### src/rtl/cpu_pkg.sv
// Shared definitions for the accumulator CPU core: opcode map, jump-condition
// codes, FSM state and ALU operation encodings.
package cpu_pkg;

    localparam logic [3:0] OP_LOAD   = 4'b0000;
    localparam logic [3:0] OP_AND    = 4'b0001;
    localparam logic [3:0] OP_ADD    = 4'b0100;
    localparam logic [3:0] OP_SUB    = 4'b0110;
    localparam logic [3:0] OP_JUMP   = 4'b1000;
    localparam logic [3:0] OP_JCOND  = 4'b1001;
    localparam logic [3:0] OP_INPUT  = 4'b1010;
    localparam logic [3:0] OP_OUTPUT = 4'b1110;
    localparam logic [3:0] OP_HALT   = 4'b1111;

    // Condition field sits in opcode bits [3:2] of the conditional jump
    localparam logic [1:0] JCC_Z  = 2'b00;
    localparam logic [1:0] JCC_NZ = 2'b01;
    localparam logic [1:0] JCC_C  = 2'b10;
    localparam logic [1:0] JCC_NC = 2'b11;

    typedef enum logic [2:0] {
        FETCH,
        DECODE,
        EXECUTE,
        OUT_WAIT,
        INCREMENT,
        HALT
    } state_t;

    typedef enum logic [1:0] {
        ALU_PASS,
        ALU_ADD,
        ALU_SUB,
        ALU_AND
    } alu_op_t;

    function automatic logic jump_cond_met(input logic [1:0] cc, input logic z, input logic c);
        logic met;
        case (cc)
            JCC_Z:   met = z;
            JCC_NZ:  met = ~z;
            JCC_C:   met = c;
            default: met = ~c;
        endcase
        return met;
    endfunction

endpackage

### src/rtl/accum_alu.sv
// Combinational ALU for the accumulator core: pass/add/sub/and with carry
// (borrow on subtract) and zero outputs.
module accum_alu
    import cpu_pkg::*;
#(
    parameter int DATA_WIDTH = 8
) (
    input  logic [DATA_WIDTH-1:0] i_a,
    input  logic [DATA_WIDTH-1:0] i_b,
    input  alu_op_t               i_op,
    output logic [DATA_WIDTH-1:0] o_result,
    output logic                  o_carry,
    output logic                  o_zero
);

    logic [DATA_WIDTH:0] w_wide;

    // One extra bit captures carry-out on add and borrow on subtract
    always_comb begin
        w_wide = {1'b0, i_b};
        case (i_op)
            ALU_ADD: w_wide = {1'b0, i_a} + {1'b0, i_b};
            ALU_SUB: w_wide = {1'b0, i_a} - {1'b0, i_b};
            ALU_AND: w_wide = {1'b0, i_a & i_b};
            default: w_wide = {1'b0, i_b};
        endcase
    end

    assign o_result = w_wide[DATA_WIDTH-1:0];
    assign o_carry  = w_wide[DATA_WIDTH];
    assign o_zero   = (w_wide[DATA_WIDTH-1:0] == '0);

endmodule

### src/rtl/accum_cpu_core.sv
// Parametrised accumulator CPU with external registered-read memory, a
// valid/ready output port and HALT. Macro CPU_SERIAL_OUT_EN adds SERIAL_OUT.
module accum_cpu_core
    import cpu_pkg::*;
#(
    parameter  int DATA_WIDTH  = 8,
    parameter  int ADDR_WIDTH  = 8,
    localparam int INSTR_WIDTH = 8 + ADDR_WIDTH
) (
    input  logic                   CLK,
    input  logic                   CLR,
    output logic [ADDR_WIDTH-1:0]  MEM_ADDR,
    output logic                   MEM_WE,
    output logic [INSTR_WIDTH-1:0] MEM_WDATA,
    input  logic [INSTR_WIDTH-1:0] MEM_RDATA,
    output logic [DATA_WIDTH-1:0]  OUT_DATA,
    output logic                   OUT_VALID,
    input  logic                   OUT_READY,
    output logic                   HALTED
`ifdef CPU_SERIAL_OUT_EN
    ,
    output logic                   SERIAL_OUT
`endif
);

    localparam int EXT_W = (DATA_WIDTH > ADDR_WIDTH) ? DATA_WIDTH : ADDR_WIDTH;

    state_t                  r_state;
    logic [ADDR_WIDTH-1:0]   r_pc;
    logic [DATA_WIDTH-1:0]   r_acc;
    logic [INSTR_WIDTH-1:0]  r_ir;
    logic                    r_z;
    logic                    r_c;
    logic                    r_jump_taken;
    logic                    r_out_valid;
    logic [DATA_WIDTH-1:0]   r_out_data;

    state_t                  w_state_next;
    logic [7:0]              w_opcode;
    logic [ADDR_WIDTH-1:0]   w_operand;
    logic [EXT_W-1:0]        w_operand_ext;
    logic [DATA_WIDTH-1:0]   w_imm;
    logic [DATA_WIDTH-1:0]   w_alu_b;
    logic [DATA_WIDTH-1:0]   w_alu_result;
    logic                    w_alu_carry;
    logic                    w_alu_zero;
    alu_op_t                 w_alu_op;
    logic                    w_sel_input;
    logic                    w_acc_we;
    logic                    w_flags_we;
    logic                    w_take_jump;
    logic                    w_start_out;
    logic                    w_mem_we;
    logic                    w_handshake;
    logic                    w_unused_bits;

    assign w_opcode      = r_ir[INSTR_WIDTH-1 -: 8];
    assign w_operand     = r_ir[ADDR_WIDTH-1:0];
    assign w_operand_ext = EXT_W'(w_operand);
    assign w_imm         = w_operand_ext[DATA_WIDTH-1:0];
    assign w_alu_b       = w_sel_input ? MEM_RDATA[DATA_WIDTH-1:0] : w_imm;
    assign w_handshake   = (r_state == OUT_WAIT) && r_out_valid && OUT_READY;
    assign w_unused_bits = ^w_opcode[1:0];

    accum_alu #(
        .DATA_WIDTH (DATA_WIDTH)
    ) u_alu (
        .i_a      (r_acc),
        .i_b      (w_alu_b),
        .i_op     (w_alu_op),
        .o_result (w_alu_result),
        .o_carry  (w_alu_carry),
        .o_zero   (w_alu_zero)
    );

    always_ff @(posedge CLK or posedge CLR) begin
        if (CLR) begin
            r_state <= FETCH;
        end else begin
            r_state <= w_state_next;
        end
    end

    always_comb begin
        w_state_next = r_state;
        w_alu_op     = ALU_PASS;
        w_sel_input  = 1'b0;
        w_acc_we     = 1'b0;
        w_flags_we   = 1'b0;
        w_take_jump  = 1'b0;
        w_start_out  = 1'b0;
        w_mem_we     = 1'b0;
        case (r_state)
            FETCH:  w_state_next = DECODE;
            DECODE: w_state_next = EXECUTE;
            EXECUTE: begin
                w_state_next = INCREMENT;
                case (w_opcode[7:4])
                    OP_LOAD: w_acc_we = 1'b1;
                    OP_ADD: begin
                        w_alu_op   = ALU_ADD;
                        w_acc_we   = 1'b1;
                        w_flags_we = 1'b1;
                    end
                    OP_AND: begin
                        w_alu_op   = ALU_AND;
                        w_acc_we   = 1'b1;
                        w_flags_we = 1'b1;
                    end
                    OP_SUB: begin
                        w_alu_op   = ALU_SUB;
                        w_acc_we   = 1'b1;
                        w_flags_we = 1'b1;
                    end
                    OP_INPUT: begin
                        w_sel_input = 1'b1;
                        w_acc_we    = 1'b1;
                    end
                    // All-ones operand targets the output port instead of memory
                    OP_OUTPUT: begin
                        if (w_operand == '1) begin
                            w_start_out  = 1'b1;
                            w_state_next = OUT_WAIT;
                        end else begin
                            w_mem_we = 1'b1;
                        end
                    end
                    OP_JUMP:  w_take_jump = 1'b1;
                    OP_JCOND: w_take_jump = jump_cond_met(w_opcode[3:2], r_z, r_c);
                    OP_HALT:  w_state_next = HALT;
                    default:  w_state_next = INCREMENT;
                endcase
            end
            OUT_WAIT: begin
                if (w_handshake) begin
                    w_state_next = INCREMENT;
                end
            end
            INCREMENT: w_state_next = FETCH;
            HALT:      w_state_next = HALT;
            default:   w_state_next = FETCH;
        endcase
    end

    always_ff @(posedge CLK or posedge CLR) begin
        if (CLR) begin
            r_pc         <= '0;
            r_acc        <= '0;
            r_ir         <= '0;
            r_z          <= 1'b0;
            r_c          <= 1'b0;
            r_jump_taken <= 1'b0;
            r_out_valid  <= 1'b0;
            r_out_data   <= '0;
        end else begin
            if (r_state == DECODE) begin
                r_ir <= MEM_RDATA;
            end
            if (w_acc_we) begin
                r_acc <= w_alu_result;
            end
            if (w_flags_we) begin
                r_z <= w_alu_zero;
                r_c <= w_alu_carry;
            end
            if (w_take_jump) begin
                r_pc         <= w_operand;
                r_jump_taken <= 1'b1;
            end
            if (r_state == INCREMENT) begin
                if (!r_jump_taken) begin
                    r_pc <= r_pc + 1'b1;
                end
                r_jump_taken <= 1'b0;
            end
            if (w_start_out) begin
                r_out_data  <= r_acc;
                r_out_valid <= 1'b1;
            end else if (w_handshake) begin
                r_out_valid <= 1'b0;
            end
        end
    end

`ifdef CPU_SERIAL_OUT_EN
    logic r_serial;

    // Legacy pin carries the inverted LSB of the last completed transfer
    always_ff @(posedge CLK or posedge CLR) begin
        if (CLR) begin
            r_serial <= 1'b1;
        end else if (w_handshake) begin
            r_serial <= ~r_out_data[0];
        end
    end

    assign SERIAL_OUT = r_serial;
`endif

    always_comb begin
        case (r_state)
            DECODE:             MEM_ADDR = MEM_RDATA[ADDR_WIDTH-1:0];
            EXECUTE, OUT_WAIT:  MEM_ADDR = w_operand;
            default:            MEM_ADDR = r_pc;
        endcase
    end

    assign MEM_WE    = w_mem_we;
    assign MEM_WDATA = INSTR_WIDTH'(r_acc);
    assign OUT_DATA  = r_out_data;
    assign OUT_VALID = r_out_valid;
    assign HALTED    = (r_state == HALT);

endmodule

### config.mk
export PLATFORM = sky130hd
export DESIGN_NAME = accum_cpu_core
export DESIGN_NICKNAME = d
export VERILOG_FILES = /design/src/rtl/cpu_pkg.sv /design/src/rtl/accum_alu.sv /design/src/rtl/accum_cpu_core.sv
export SDC_FILE = /design/constraint.sdc
export NUM_CORES = 1
export LEC_CHECK = 0
export BUFFER_PORTS_ARGS = -buffer_cell sky130_fd_sc_hd__clkbuf_2
export CORE_ASPECT_RATIO = 1.2
export CORE_MARGIN = 2
export CORE_UTILIZATION = 50
export CTS_CLUSTER_DIAMETER = 60
export DETAILED_ROUTE_END_ITERATION = 16
export GPL_TIMING_DRIVEN = 0
export PLACE_DENSITY_LB_ADDON = 0.2
export REMOVE_ABC_BUFFERS = 1
export SLEW_MARGIN = 20
export SYNTH_ARGS = -nofsm -noshare
export SYNTH_HDL_FRONTEND = slang
export SYNTH_HIERARCHICAL = 1
export SYNTH_SLANG_ARGS = --single-unit
### constraint.sdc
create_clock -name CLK -period 4.35 [get_ports CLK]
set_input_delay 0.87 -clock CLK [delete_from_list [all_inputs] [get_ports CLK]]
set_output_delay 0.87 -clock CLK [all_outputs]
set_load 0.01 [all_outputs]
Word level (Yosys, flattened, before mapping)
Cells that the tools add are included.
{ "word_totals": {"reg_bits": 47, "inputBits": 19, "wordCells": 77} }
{ "classes": {"add_sub_neg": 3, "n_eq_ne": 20, "mux": 31, "bitwise": 3, "reduce_logical": 11} }
{ "ops": {"columns": ["operator", "n"], "rows": [
  ["$mux 8", 4],
  ["$pmux 9 s3", 1],
  ["$eq 4x4->1 const B", 5],
  ["$mux 1", 17],
  ["$pmux 8 s2", 1],
  ["$pmux 3 s5", 1],
  ["$add 8x8->9", 1],
  ["$sub 8x8->9", 1],
  ["$add 8x1->8 const B", 1],
  ["$and 8x8->8", 1],
  ["$eq 4x3->1 const B", 2],
  ["$eq 8x8->1 const B", 1],
  ["$logic_not 8->1", 1],
  ["$eq 2x2->1 const B", 3],
  ["$eq 3x2->1 const B", 2],
  ["$eq 3x3->1 const B", 2],
  ["$mux 3", 2],
  ["$pmux 2 s3", 1],
  ["$pmux 3 s2", 1],
  ["$reduce_or 5->1", 1],
  ["$eq 2x1->1 const B", 2],
  ["$eq 4x1->1 const B", 1],
  ["$logic_not 4->1", 1],
  ["$reduce_bool 2->1", 2],
  ["other kinds (11)", 13]
]} }

Depth between registers and ports, before layout
Gate-level depths: netlist (run 1).
{ "logic_depth": {"word_depth": 7, "ltp_mapped": 18} }

Cells and area by module
Netlist (run 1), hierarchy kept.
{ "by_module_without_submodules": {"columns": ["mod", "instances", "cells_each", "area_each_um2", "seq_area_each_um2"], "rows": [
  ["accum_cpu_core", 1, 227, 2429.8, 1126.1],
  ["accum_alu", 1, 102, 734.5, 0.0]
]} }

Worst setup path after synthesis (run 1)
OpenSTA, ideal clock, no wires.
{ "synth_path": {"kind": "reg-to-reg", "from": "register r_state[2]", "to": "register r_z", "setup_time_ns": 0.064, "t_arrival_ns": 4.133, "path_slack_ns": 0.152, "stages_incl_launch_ff": 18, "n_path_buf": 2, "period_less_slack_ns": 4.198, "path_cell_list": "dfrtp_1 > clkbuf_2 > nand4bb_1 > or4b_1 > clkbuf_1 > mux2_2 > inv_1 > ha_1 > mux2_2 > inv_1 > ha_1 > nor2b_4 > o31a_1 > o2111a_1 > or3_4 > nor4_1 > nor3b_2 > mux2_2"} }
{ "synth_between": {"elab_chain_cells": 6} }
{ "synth_rtl": {"columns": ["element", "line", "text"], "rows": [
  ["from (decl)", "accum_cpu_core.sv:28", "state_t r_state;"],
  ["from (signal assigned)", "accum_cpu_core.sv:80", "r_state <= w_state_next;"],
  ["$eq 3x2->1 *", "accum_cpu_core.sv:93", "case (r_state)"],
  ["$mux 1 *", "accum_cpu_core.sv:93", null],
  ["$mux 8 *", "accum_cpu_core.sv:61", "assign w_alu_b = w_sel_input ? MEM_RDATA[DATA_WIDTH-1:0] : w_imm;"],
  ["named net w_alu_b[0]", "accum_cpu_core.sv:43", "logic [DATA_WIDTH-1:0] w_alu_b;"],
  ["$sub 8x8->9 / $add 8x8->9 (equally long branches)", "accum_alu.sv:23, accum_alu.sv:22", null],
  ["$pmux 9 s3 *", "accum_alu.sv:21", "case (i_op)"],
  ["named net w_alu_result[5]", "accum_cpu_core.sv:44", "logic [DATA_WIDTH-1:0] w_alu_result;"],
  ["$logic_not 8->1 *", "accum_alu.sv:31", "assign o_zero = (w_wide[DATA_WIDTH-1:0] == '0);"],
  ["named net w_alu_zero", "accum_cpu_core.sv:46", "logic w_alu_zero;"],
  ["to (signal assigned)", "accum_cpu_core.sv:163", "r_z <= w_alu_zero;"],
  ["to (decl)", "accum_cpu_core.sv:32", "logic r_z;"]
]} }
Mark *: on every way through the listed nets, which the timed path passes. The rest lies on a longest branch.
A chain may end at the register's enable or synchronous reset.

Final worst setup path (run 1)
Ends and elaborated chain as after synthesis.

==> results of run 1 <==
[cells in the final DEF, fill, tap and decap left out, types with 4 or more instances in the layout]
master and n:
mux2_4 4, nand2_1 19, inv_2 4, clkbuf_2 43, xnor2_1 8, nor3_1 8, dfrtp_1 42, clkbuf_8 5
ha_1 12, nand3_1 8, mux2_2 38, o21a_1 5, buf_4 11, o21ai_0 15, conb_1 8, or3_1 7
a21oi_1 13, nor2b_1 4, inv_1 11, a22oi_1 8, nand4_1 4, nor2_1 18, nand2b_1 7
[power by group]
group	switching [mW]	leakage, nW	internal [mW]	total, mW
registers	0.223	0.556	0.580	0.803
clock network	0.144	0.0450	0.112	0.256
logic	0.962	1.03	0.882	1.84
[registers in the layout (all words and copies together), names as in the netlist]
name          flops
r_ir             14
r_c               1
r_acc             8
r_pc              8
OUT_VALID         1
r_state           3
OUT_DATA          8
r_z               1
r_jump_taken      1
[worst max path at each step]
stage / end / slack (ns) / cells after the start
4_1_cts: r_z / 0.009 / 15
5_1_grt: r_z / -0.004 / 16
3_5_place_dp: r_z / -0.66 / 15
2_1_floorplan: r_z / 0.06 / 15
6_report: r_z / 0.14 / 16
3_3_place_gp: r_z / -0.58 / 15
[through the flow]
| step | total power [mW] | cell area [um2] |
|---|---|---|
| 4_1_cts | 2.84 | 3600 |
| 2_1_floorplan | 2.03 | 3060 |
| 3_3_place_gp | 2.40 | 3380 |
| 3_5_place_dp | 2.47 | 3410 |
| 6_report | 2.90 | 3640 |
| 5_1_grt | 3.17 | 3640 |
[layout make-up]
class	count	share of cell area [%]
clock buffers	6	1.99
clock inverters	2	0.275
inverters	15	1.54
multi-input cells	252	53.6
flip-flops and latches	45	31.1
well taps	82	2.81
repair buffers	55	8.72
[metal layers]
| metal | global-route usage [%] | share of wire, % | vias to the layer above |
|---|---|---|---|
| li1 | - | - | 1280 |
| met1 | 29.6 | 41 | 1292 |
| met2 | 40.0 | 51 | 82 |
| met3 | 3.08 | 5.1 | 14 |
| met4 | 9.55 | 2.7 | 0 |
| met5 | 0 | 0 | - |
[synth_stat cells (all sizes together), types with 2 or more instances]
cell / number
a211oi: 2
a21o: 3
a21oi: 14
a22oi: 8
a31oi: 3
a32o: 2
and2: 2
buf: 12
clkbuf: 12
dfrtp: 45
ha: 14
inv: 15
mux2: 42
mux2i: 2
nand2: 19
nand2b: 7
nand3: 8
nand3b: 2
nand4: 4
nor2: 19
nor2b: 5
nor3: 10
nor3b: 3
nor4: 2
o211ai: 3
o21a: 5
o21ai: 17
o221ai: 2
o22ai: 3
o31a: 2
o32ai: 3
or2: 3
or3: 8
or4b: 2
xnor2: 8
xor2: 2
[cells by family (layout without fill, tap and decap cells)]
family / Yosys count / after routing / synth area share (%)
buf+inv: 39 / 78 / 5.97
compound gates: 77 / 77 / 16.6
other cells: 1 / 8 / 0.119
fa+ha+maj: 15 / 15 / 6.17
xor+xnor: 10 / 10 / 2.77
mux: 44 / 44 / 15.6
simple gates: 98 / 98 / 17.2
flops: 45 / 45 / 35.6
[timing repair]
item / in CTS / in global routing
endpoints found under the setup margin: 5 / 2
pin swaps: 3 / 6
gates resized for setup: 10 / 11
buffers inserted: 8 / 2
hold endpoints to repair: 0 / 0
==> summary.md, run 1 <==
| Metric | Value |
|---|---|
| Die area | approximately 7000 um2 |
| Maximum VDD drop | between 0.5 and 0.6 mV |
| Clock transition at the registers of the reported paths | 0.09 ns |
| Arrival @ worst endpoint | 4.45 ns |
| Synthesis-stage register bit count | 45 |
| Via density | 5.84 |
| WP data required | 4.59 ns |
| DIE HEIGHT | ~91 um |
| Flip-flop and latch area | 1130 um2 |
| Min Hold Slack | 0.510 ns |
| Hold Path Class | flip-flop to flip-flop |
| Gr usage total | a little under a quarter |
| Finished Layout Cells | between 400 and 500 |
| # DRC | 0 |
| Reg2reg end | r_z |
| Initial Util | 52.0% |
| Routed len/inst | 17.0 um |
| Leakage power | 1.63 nW |
| Tcrit/Tclk final | 96.8% |
| Synth Area per Inst | roughly 9.6 um2 |
| Vias post-DR | 2668 |
| Drt pass-1 iters | 4 |
| CTS Buffer Depth | 2 |
| Post-synth top area share | 35.6% |
| Vias in the first global route | 2680 |
| First-pass GRT wire length | 13100 um |
| WL final | 7770 um |
| CORE AREA | 6090 um2 |
| Crit. Startpoint | r_state[2] |
| ANT nets after route | 0 |
| Largest net degree at the start of global routing | 28 |
| Final #Nets | 408 |
| Cell mode on critical path | mux2_4 |
| Largest area contributor in the netlist | dfrtp_1 |
| Clock latency on the worst-skew pair | 0.30 ns |
| I/O pin total | 54 |
| Max-cap violations | 0 |
| Placed cells | 439 |
| Pin slew with the least headroom to its limit | 0.944 ns |
| Area growth syn-to-layout | 15.2% |
| Initial antenna violation count | 0 |
| Number of buffers inserted by hold repair at cts | 0 |
| Root buffer cell | clkbuf_8 |
| Hold Crit Start | OUT_DATA[0] |
| Detailed-placement wirelength estimate | 5630 um |
| Site Rows | 31 |
| Num CTS Buffers | 5 |
| Outcome | complete, no violations |
| Power per cell area | between 700 and 800 nW/um2 |
| Buf/Inv on CP | 3 |
| Post-route worst setup slack | 0.141 ns |
| Relative slew margins | 36.2% |
| Netlist cell types | slightly above 60 |
| Async SR Flop Fraction | 100% |
| Critical R2R Launch | r_state[2] |
| Place WS | -0.665 ns |
| Worst Hold End | OUT_DATA[0] |
| Fraction of layout cells with a size suffix above 1 | a little over a third |
| CP endpoint kind | flip-flop |
| Critical Path Max Stage Delay | 0.56 ns |
| Setup TNS | 0 ns |
| Leading post-synthesis cells by cell area | dfrtp_1, mux2_2, ha_1 |
| Max Fclk | 0.238 GHz |
| Final setup viols | 0 |
| Crit-path cells | nand4bb_4, or4b_4, mux2_4, inv_2, ha_1, mux2_4, inv_1, ha_1, nor2b_4, o31a_1, buf_4, o211a_1, or3_1, a32o_1, nor3b_2, mux2_4 |
| Final GP Congestion | 0.938 |
| Hold path cells | 1 |
| Mapped Area | 3160 um2 |
| CP Class | flip-flop to flip-flop |
| Critical path's top delay family | simple AND/OR/NAND/NOR gates |
| Final Max Tran Viols | 0 |
| Filler cell count | 548 |
| Startpoint Class | flip-flop |
| Tmin final | 4.21 ns |
| H-tree depth | 2 |
| CP max stage cell | or4b_4 |
| Grt ovf | 0 |
| Ys Warns | 6 |
| Post-Route Skew | 0.0104 ns |
| Max FO, Critical Path | 4 |
| # diodes | 0 |
| R2R depth | 16 |
| EDFF count, synth | 0 |
| Mapped Cells | 329 |
| Final hold violation count | 0 |
| Register area share after synthesis | between 30% and 40% |
| Post-synth top flop | dfrtp_1 |
| Multi-input gate area | approximately 2000 um2 |
| R2R Setup Slk | 0.14 ns |
| I/O Buffers | 43 |
| Sink Count | 45 |
| Die width | between 70 and 80 um |
| Final Util | between 50% and 60% |
| DR iter-0 viols | roughly 180 |
| CTS tree | done |
Note: power is estimated with default switching activity, not from simulation.
==> run 2, diff against run 1 <==
--- a/config.mk
+++ b/config.mk
@@ -17,5 +17,4 @@
 export SLEW_MARGIN = 20
 export SYNTH_ARGS = -nofsm -noshare
 export SYNTH_HDL_FRONTEND = slang
-export SYNTH_HIERARCHICAL = 1
 export SYNTH_SLANG_ARGS = --single-unit
==> run 2 against run 1 <==
Effect of this change:
- sequential share of layout area up 0.33 points
- synthesized area up 3.3%
- count of clock-buffer cells in the layout up 1
- final cell count up 5.0%
- first-iteration DRC count down 26%
- non-clock buffer count down 10
- hold slack worse by 0.023 ns
- fmax up 2.8%
- die area up 3.2%
- clock power about the same
- via count up 6.3%
==> summary.md, run 2 <==
| Metric | Value |
|---|---|
| Vias post-DR | 2837 (was 2668) |
| EDFF count, synth | 0 (unchanged) |
| Tmin final | 4.09 ns (was 4.21 ns) |
| CORE AREA | 6370 um2 (was 6090 um2) |
| Leading post-synthesis cells by cell area | dfrtp_1, mux2_2, ha_1 (unchanged) |
| WP data required | 4.51 ns (was 4.59 ns) |
| Seq pwr share | 31.6% (was 27.7%) |
| R2R Setup Slk | 0.26 ns (was 0.14 ns) |
| Critical R2R Launch | r_state[2] (unchanged) |
| CTS Buffer Depth | 2 (unchanged) |
| Power per cell area | 775 nW/um2 (was 796 nW/um2) |
| Fin area | 3610 um2 (was 3640 um2) |
| DIE HEIGHT | 92.6 um (was 91.1 um) |
| Placed cells | 473 (was 439) |
| Register area share after synthesis | 34.4% (was 35.6%) |
| Hold Crit Start | r_c (was OUT_DATA[0]) |
| Via density | 5.91 (was 5.84) |
| # DRC | 0 (unchanged) |
| Critical Path Max Stage Delay | 0.59 ns (was 0.56 ns) |
| DR iter-0 viols | 136 (was 184) |
| Flip-flop and latch area | 1130 um2 (unchanged) |
| RSZ-0062 raised after global routing | false |
| Startpoint Class | flip-flop (unchanged) |
| Async SR Flop Fraction | 100% (unchanged) |
| Max-cap violations | 0 (unchanged) |
| Max Fclk | 0.244 GHz (was 0.238 GHz) |
| Crit. Startpoint | r_state[2] (unchanged) |
| Placed Area | 3500 um2 (was 3410 um2) |
| Max FO, Critical Path | 21 (was 4) |
| Final setup viols | 0 (unchanged) |
| Crit-path cells | and4bb_4, nand2_2, mux2_4, inv_1, ha_1, nor2_1, xor2_1, ha_1, a21o_1, a211oi_2, o221ai_1, or4_1, o41ai_2 (was nand4bb_4, or4b_4, mux2_4, inv_2, ha_1, mux2_4, inv_1, ha_1, nor2b_4, o31a_1, buf_4, o211a_1, or3_1, a32o_1, nor3b_2, mux2_4) |
| Largest area contributor in the netlist | dfrtp_1 (unchanged) |
| Ys Warns | 0 (was 6) |
| Mapped Area | 3270 um2 (was 3160 um2) |
| Post-synth top flop | dfrtp_1 (unchanged) |
| M1 GR Usage | 28.7% (was 29.6%) |
| Maximum VDD drop | 0.390 mV (was 0.565 mV) |
| Gr usage total | 22.6% (was 23.3%) |
| # diodes | 0 (unchanged) |
| Setup TNS | 0 ns (unchanged) |
| Most numerous cell in the Yosys netlist | dfrtp_1 (unchanged) |
| Hold Path Class | flip-flop to flip-flop (unchanged) |
| Site Rows | 32 (was 31) |
| Arrival @ worst endpoint | 4.25 ns (was 4.45 ns) |
| Die area | 7200 um2 (was 6980 um2) |
| Synth Area per Inst | 8.93 um2 (was 9.62 um2) |
| Root buffer cell | clkbuf_8 (unchanged) |
| Initial Util | 51.4% (was 52.0%) |
| Final GP Congestion | 0.938 (about the same) |
| Hold path cells | 2 (was 1) |
| R2R depth | 13 (was 16) |
| CP max stage cell | dfrtp_4 (was or4b_4) |
| Outcome | complete, no violations (unchanged) |
| WL final | 7810 um (was 7770 um) |
| Sink Count | 45 (unchanged) |
| Initial antenna violation count | 0 (unchanged) |
| Commonest non-fill, non-tap cells in the layout | clkbuf_2, dfrtp_1, nand2_1 (was clkbuf_2, dfrtp_1, mux2_2) |
| Internal Power | 1.47 mW (was 1.57 mW) |
| Largest register by flop count | r_ir (unchanged) |
| Filler cell count | 610 (was 548) |
| Largest net degree at the start of global routing | 24 (was 28) |
| Synthesis-stage register bit count | 45 (unchanged) |
| Leakage power | 1.60 nW (was 1.63 nW) |
| Post-route worst setup slack | 0.257 ns (was 0.141 ns) |
| Clock transition at the registers of the reported paths | 0.07 ns (was 0.09 ns) |
| Clock latency on the worst-skew pair | 0.29 ns (was 0.30 ns) |
| Relative slew margins | 39.6% (was 36.2%) |
| Pin slew with the least headroom to its limit | 0.899 ns (was 0.944 ns) |
| Mapped Cells | 366 (was 329) |
| Final hold violation count | 0 (unchanged) |
| ANT nets after route | 0 (unchanged) |
| Post-synth top area share | 34.4% (was 35.6%) |
| Net Switching | 1.32 mW (was 1.33 mW) |
| CTS tree | done (unchanged) |
| Grt ovf | 0 (unchanged) |
| Num CTS Buffers | 5 (unchanged) |
| Multi-input gate area | 1990 um2 (was 1950 um2) |
| Routed len/inst | 16.3 um (was 17.0 um) |
| CP endpoint kind | flip-flop (unchanged) |
| Area growth syn-to-layout | 10.3% (was 15.2%) |
| Reg2reg end | r_z (unchanged) |
| I/O Buffers | 43 (unchanged) |
| Finished Layout Cells | 480 (was 457) |
| Final Max Tran Viols | 0 (unchanged) |
| CP Class | flip-flop to flip-flop (unchanged) |
| WP depth | 13 (was 16) |
| Fraction of layout cells with a size suffix above 1 | 23.3% (was 34.7%) |
| H-tree depth | 2 (unchanged) |
| Worst Hold End | r_c (was OUT_DATA[0]) |
| Met3 Use GR | 2.63% (was 3.08%) |
| Switching share of power | 47.2% (was 45.8%) |
| Detailed-placement wirelength estimate | 5960 um (was 5630 um) |
| Final #Nets | 429 (was 408) |
| Buf/Inv on CP | 1 (was 3) |
| Grt met2 use | 39.3% (was 40.0%) |
| Die width | 77.8 um (was 76.6 um) |
| Netlist cell types | 55 (was 61) |
| Global routing's busiest layer | met2 (unchanged) |
| Place WS | 0.0151 ns (was -0.665 ns) |
| I/O pin total | 54 (unchanged) |
| Clock power frac | 9.2% (was 8.8%) |
| # Post-CTS Setup Buffers | 0 (was 8) |
| Min Hold Slack | 0.487 ns (was 0.510 ns) |
| Critical path's top delay family | simple AND/OR/NAND/NOR gates (unchanged) |
| Tcrit/Tclk final | 94.1% (was 96.8%) |
| Synth top cells by count | dfrtp_1, nand2_1, mux2_2, a21oi_1, nor2_1 (was dfrtp_1, mux2_2, nand2_1, nor2_1) |
| Max reg flops | 14 (unchanged) |
| Comb pwr share | 59.1% (was 63.5%) |
| First-pass GRT wire length | 13100 um (about the same) |
| Most common cell after layout, fill and taps aside | clkbuf_2 (unchanged) |
| Vias in the first global route | 2684 (was 2680) |
| Post-Route Skew | 0.00724 ns (was 0.0104 ns) |
| Cell mode on critical path | ha_1 (was mux2_4) |
| Drt pass-1 iters | 5 (was 4) |
==> run 2: cell types whose count changed in the layout (fill, tap and decap cells not counted), sizes merged, moves of 8 or more <==
cell   before  now
a21oi      14   28
buf        12    2
nand2      19   31
nor2       19   27
o21ai      17   26
mux2i       2   10
mux2       42   30
==> run 2: power groups by stage <==
stage / Combinational (mW) / Sequential (mW) / Clock (mW)
2_1_floorplan: 1.23 / 0.807 / 0
3_3_place_gp: 1.56 / 0.871 / 0
3_5_place_dp: 1.62 / 0.880 / 0
4_1_cts: 1.62 / 0.872 / 0.269
5_1_grt: 1.83 / 0.925 / 0.284
6_report: 1.65 / 0.883 / 0.258
==> run 2: worst max path at each step <==
| stage | end | slack, ns |
|---|---|---|
| final | r_z | 0.26 |
| after detailed placement | r_z | 0.02 |
| after floorplan | r_acc[7] | 0.63 |
| after CTS | r_z | 0.11 |
| after global routing | r_z | 0.03 |
| after global placement | r_z | 0.11 |
==> run 2: area by class of cell <==
type                    count  area share [%]
multi-input cells         289            55.3
inverters                   9           0.937
well taps                  85            2.95
clock buffers               7            2.39
repair buffers             45            7.04
flip-flops and latches     45            31.4
==> run 2: per-layer routing <==
metal / routed length, um / up-vias
li1: - / 1383
met1: 3350 / 1372
met2: 4000 / 69
met3: 291 / 13
met4: 163 / 0
met5: 0 / -
==> run 2: logic make-up (layout without fill, tap and decap cells) <==
| group | after synthesis | after routing | synth area share, % |
|---|---|---|---|
| other cells | 1 | 8 | 0.115 |
| compound gates | 103 | 103 | 20.2 |
| mux | 40 | 40 | 13.5 |
| flops | 45 | 45 | 34.4 |
| buf+inv | 39 | 61 | 5.86 |
| fa+ha+maj | 15 | 15 | 5.97 |
| xor+xnor | 12 | 12 | 3.21 |
| simple gates | 111 | 111 | 16.6 |
==> run 2: worst register-to-register path, delay by kind of cell, from the launching register on <==
kind | cells | cell delay (ns)
flops | 1 | 0.59
xor+xnor | 1 | 0.16
fa+ha+maj | 2 | 0.60
buf+inv | 1 | 0.07
mux | 1 | 0.39
simple gates | 4 | 1.14
compound gates | 4 | 1.02
==> run 2: stage by stage <==
stage	utilization, %	power (mW)
after global routing	56.6	3.04
after detailed placement	55.0	2.50
final	56.6	2.79
after global placement	54.3	2.43
after CTS	56.4	2.77
after floorplan	-	2.04
==> run 2: what timing repair did <==
item	CTS	global route
pin swaps	0	0
endpoints found under the setup margin	1	3
hold buffers	0	0
resized for setup	1	6
==> run 3, diff against run 2 <==
--- a/config.mk
+++ b/config.mk
@@ -7,7 +7,7 @@
 export LEC_CHECK = 0
 export BUFFER_PORTS_ARGS = -buffer_cell sky130_fd_sc_hd__clkbuf_2
 export CORE_ASPECT_RATIO = 1.2
-export CORE_MARGIN = 2
+export CORE_MARGIN = 4
 export CORE_UTILIZATION = 50
 export CTS_CLUSTER_DIAMETER = 60
 export DETAILED_ROUTE_END_ITERATION = 16
==> run 3 against run 2 <==
Effect of this change:
- count of clock-buffer cells in the layout unchanged
- clock power up 12%
- hold slack better by 0.026 ns
==> summary.md, run 3 (synthesis gave the netlist of run 2 again) <==
| Metric | Value |
|---|---|
| # Post-CTS Setup Buffers | 0 (unchanged) |
| First-pass GRT wire length | 13100 um (about the same) |
| Via density | 5.85 (was 5.91) |
| Max FO, Critical Path | 21 (unchanged) |
| Initial Util | 51.0% (was 51.4%) |
| WL final | 7920 um (was 7810 um) |
| Commonest non-fill, non-tap cells in the layout | clkbuf_2, dfrtp_1, nand2_1 (unchanged) |
| Tcrit/Tclk final | 94.1% (about the same) |
| Area growth syn-to-layout | 10.8% (was 10.3%) |
| Largest net degree at the start of global routing | 25 (was 24) |
| Vias in the first global route | 2723 (was 2684) |
| Drt pass-1 iters | 4 (was 5) |
| Routed len/inst | 16.5 um (was 16.3 um) |
| Num CTS Buffers | 5 (unchanged) |
| Largest register by flop count | r_ir (unchanged) |
| Final Max Tran Viols | 0 (unchanged) |
| Placed cells | 473 (unchanged) |
| Post-Route Skew | 0.00515 ns (was 0.00724 ns) |
| CP max stage cell | dfrtp_4 (unchanged) |
| Max-cap violations | 0 (unchanged) |
| Min Hold Slack | 0.513 ns (was 0.487 ns) |
| Max Fclk | 0.244 GHz (about the same) |
| Cell mode on critical path | ha_1 (unchanged) |
| ANT nets after route | 0 (unchanged) |
| Outcome | complete, no violations (unchanged) |
| Final setup viols | 0 (unchanged) |
| H-tree depth | 2 (unchanged) |
| Max reg flops | 14 (unchanged) |
| Critical Path Max Stage Delay | 0.59 ns (about the same) |
| I/O pin total | 54 (unchanged) |
| DIE HEIGHT | 96.6 um (was 92.6 um) |
| Die width | 81.8 um (was 77.8 um) |
| Crit-path cells | and4bb_4, nand2_2, mux2_4, inv_1, ha_1, nor2_1, xor2_1, ha_1, a21o_1, a211oi_1, o221ai_1, or4_1, o41ai_2 (was and4bb_4, nand2_2, mux2_4, inv_1, ha_1, nor2_1, xor2_1, ha_1, a21o_1, a211oi_2, o221ai_1, or4_1, o41ai_2) |
| Detailed-placement wirelength estimate | 6040 um (was 5960 um) |
| R2R Setup Slk | 0.26 ns (about the same) |
| I/O Buffers | 43 (unchanged) |
| Initial antenna violation count | 0 (unchanged) |
| # diodes | 0 (unchanged) |
| Relative slew margins | 41.6% (was 39.6%) |
| Sink Count | 45 (unchanged) |
| Finished Layout Cells | 481 (was 480) |
| Startpoint Class | flip-flop (unchanged) |
| CTS Buffer Depth | 2 (unchanged) |
| Vias post-DR | 2816 (was 2837) |
| Placed Area | 3500 um2 (unchanged) |
| Gr usage total | 21.4% (was 22.6%) |
| Power per cell area | 778 nW/um2 (was 775 nW/um2) |
| Fin area | 3620 um2 (was 3610 um2) |
| Setup TNS | 0 ns (unchanged) |
| # DRC | 0 (unchanged) |
| Final hold violation count | 0 (unchanged) |
| CORE AREA | 6410 um2 (was 6370 um2) |
| Die area | 7900 um2 (was 7200 um2) |
| CP endpoint kind | flip-flop (unchanged) |
| Clock latency on the worst-skew pair | 0.30 ns (was 0.29 ns) |
| Final GP Congestion | 0.908 (was 0.938) |
| Pin slew with the least headroom to its limit | 0.874 ns (was 0.899 ns) |
| RSZ-0062 raised after global routing | false (unchanged) |
| CP Class | flip-flop to flip-flop (unchanged) |
| Fraction of layout cells with a size suffix above 1 | 24.0% (was 23.3%) |
| Maximum VDD drop | 0.383 mV (was 0.390 mV) |
| Overall power | 2.82 mW (was 2.79 mW) |
| Site Rows | 32 (unchanged) |
| CTS tree | done (unchanged) |
| Grt ovf | 0 (unchanged) |
| Most common cell after layout, fill and taps aside | clkbuf_2 (unchanged) |
| Leakage power | 1.61 nW (was 1.60 nW) |
| Tmin final | 4.09 ns (about the same) |
| Final #Nets | 429 (unchanged) |
| WP data required | 4.53 ns (was 4.51 ns) |
| Hold Path Class | flip-flop to flip-flop (unchanged) |
| Clock transition at the registers of the reported paths | 0.08 ns (was 0.07 ns) |
| Arrival @ worst endpoint | 4.27 ns (was 4.25 ns) |
| DR iter-0 viols | 90 (was 136) |
| Root buffer cell | clkbuf_8 (unchanged) |
run 3: cell types whose count changed in the layout (fill, tap and decap cells not counted):
| cell | delta |
|---|---|
| fa_1 | -1 |
| fa_2 | +1 |
| clkbuf_8 | +1 |
| clkinv_2 | +1 |
| clkbuf_1 | -1 |
run 3: critical path: cells and delay by family, from the launching register on:
kind / cells / cell delay (ns)
xor gates and xnor gates: 1 / 0.16
DFF: 1 / 0.59
buffers and inverters: 1 / 0.06
and+or+nand+nor: 4 / 1.11
adders and majority gates: 2 / 0.62
muxes: 1 / 0.39
AOI/OAI and AO/OA: 4 / 1.02
run 3: layout make-up:
type,instances,area [um2]
flip-flops and latches,45,1130
well taps,85,106
fillers,611,2780
clock inverters,1,5.00
repair buffers,45,254
multi-input cells,289,2000
inverters,9,33.8
clock buffers,7,96.3
run 3: through the flow:
stage	utilization [%]	setup WS, ns
after CTS	56.3	0.00254
after global routing	56.6	0.000480
after detailed placement	54.7	0.0228
after floorplan	-	0.625
final	56.6	0.258
after global placement	54.0	0.0807
run 3: where the power goes:
group / internal (mW) / switching (mW)
Combinational: 0.769 / 0.880
Clock: 0.144 / 0.145
Sequential: 0.581 / 0.302
Total: 1.49 / 1.33
run 3: layer usage:
layer | routed length (um) | global-route usage [%]
met5 | 0 | 0
met3 | 287 | 2.69
met4 | 126 | 7.48
met2 | 4130 | 38.3
met1 | 3380 | 26.1
run 3: final timing paths:
path                                  from         end  cells after the start
worst max-delay path            r_state[2]         r_z                     13
worst min-delay path                   r_c         r_c                      2
worst max register to register  r_state[2]         r_z                     13
worst min register to register         r_c         r_c                      2
max in group asynchronous              CLR  r_state[2]                      3
min in group asynchronous              CLR    r_ir[11]                      2
run 3: what timing repair did:
action | 4_1_cts | 5_1_grt
hold buffers | 0 | 0
endpoints found under the setup margin | 0 | 4
resized for setup | 0 | 8
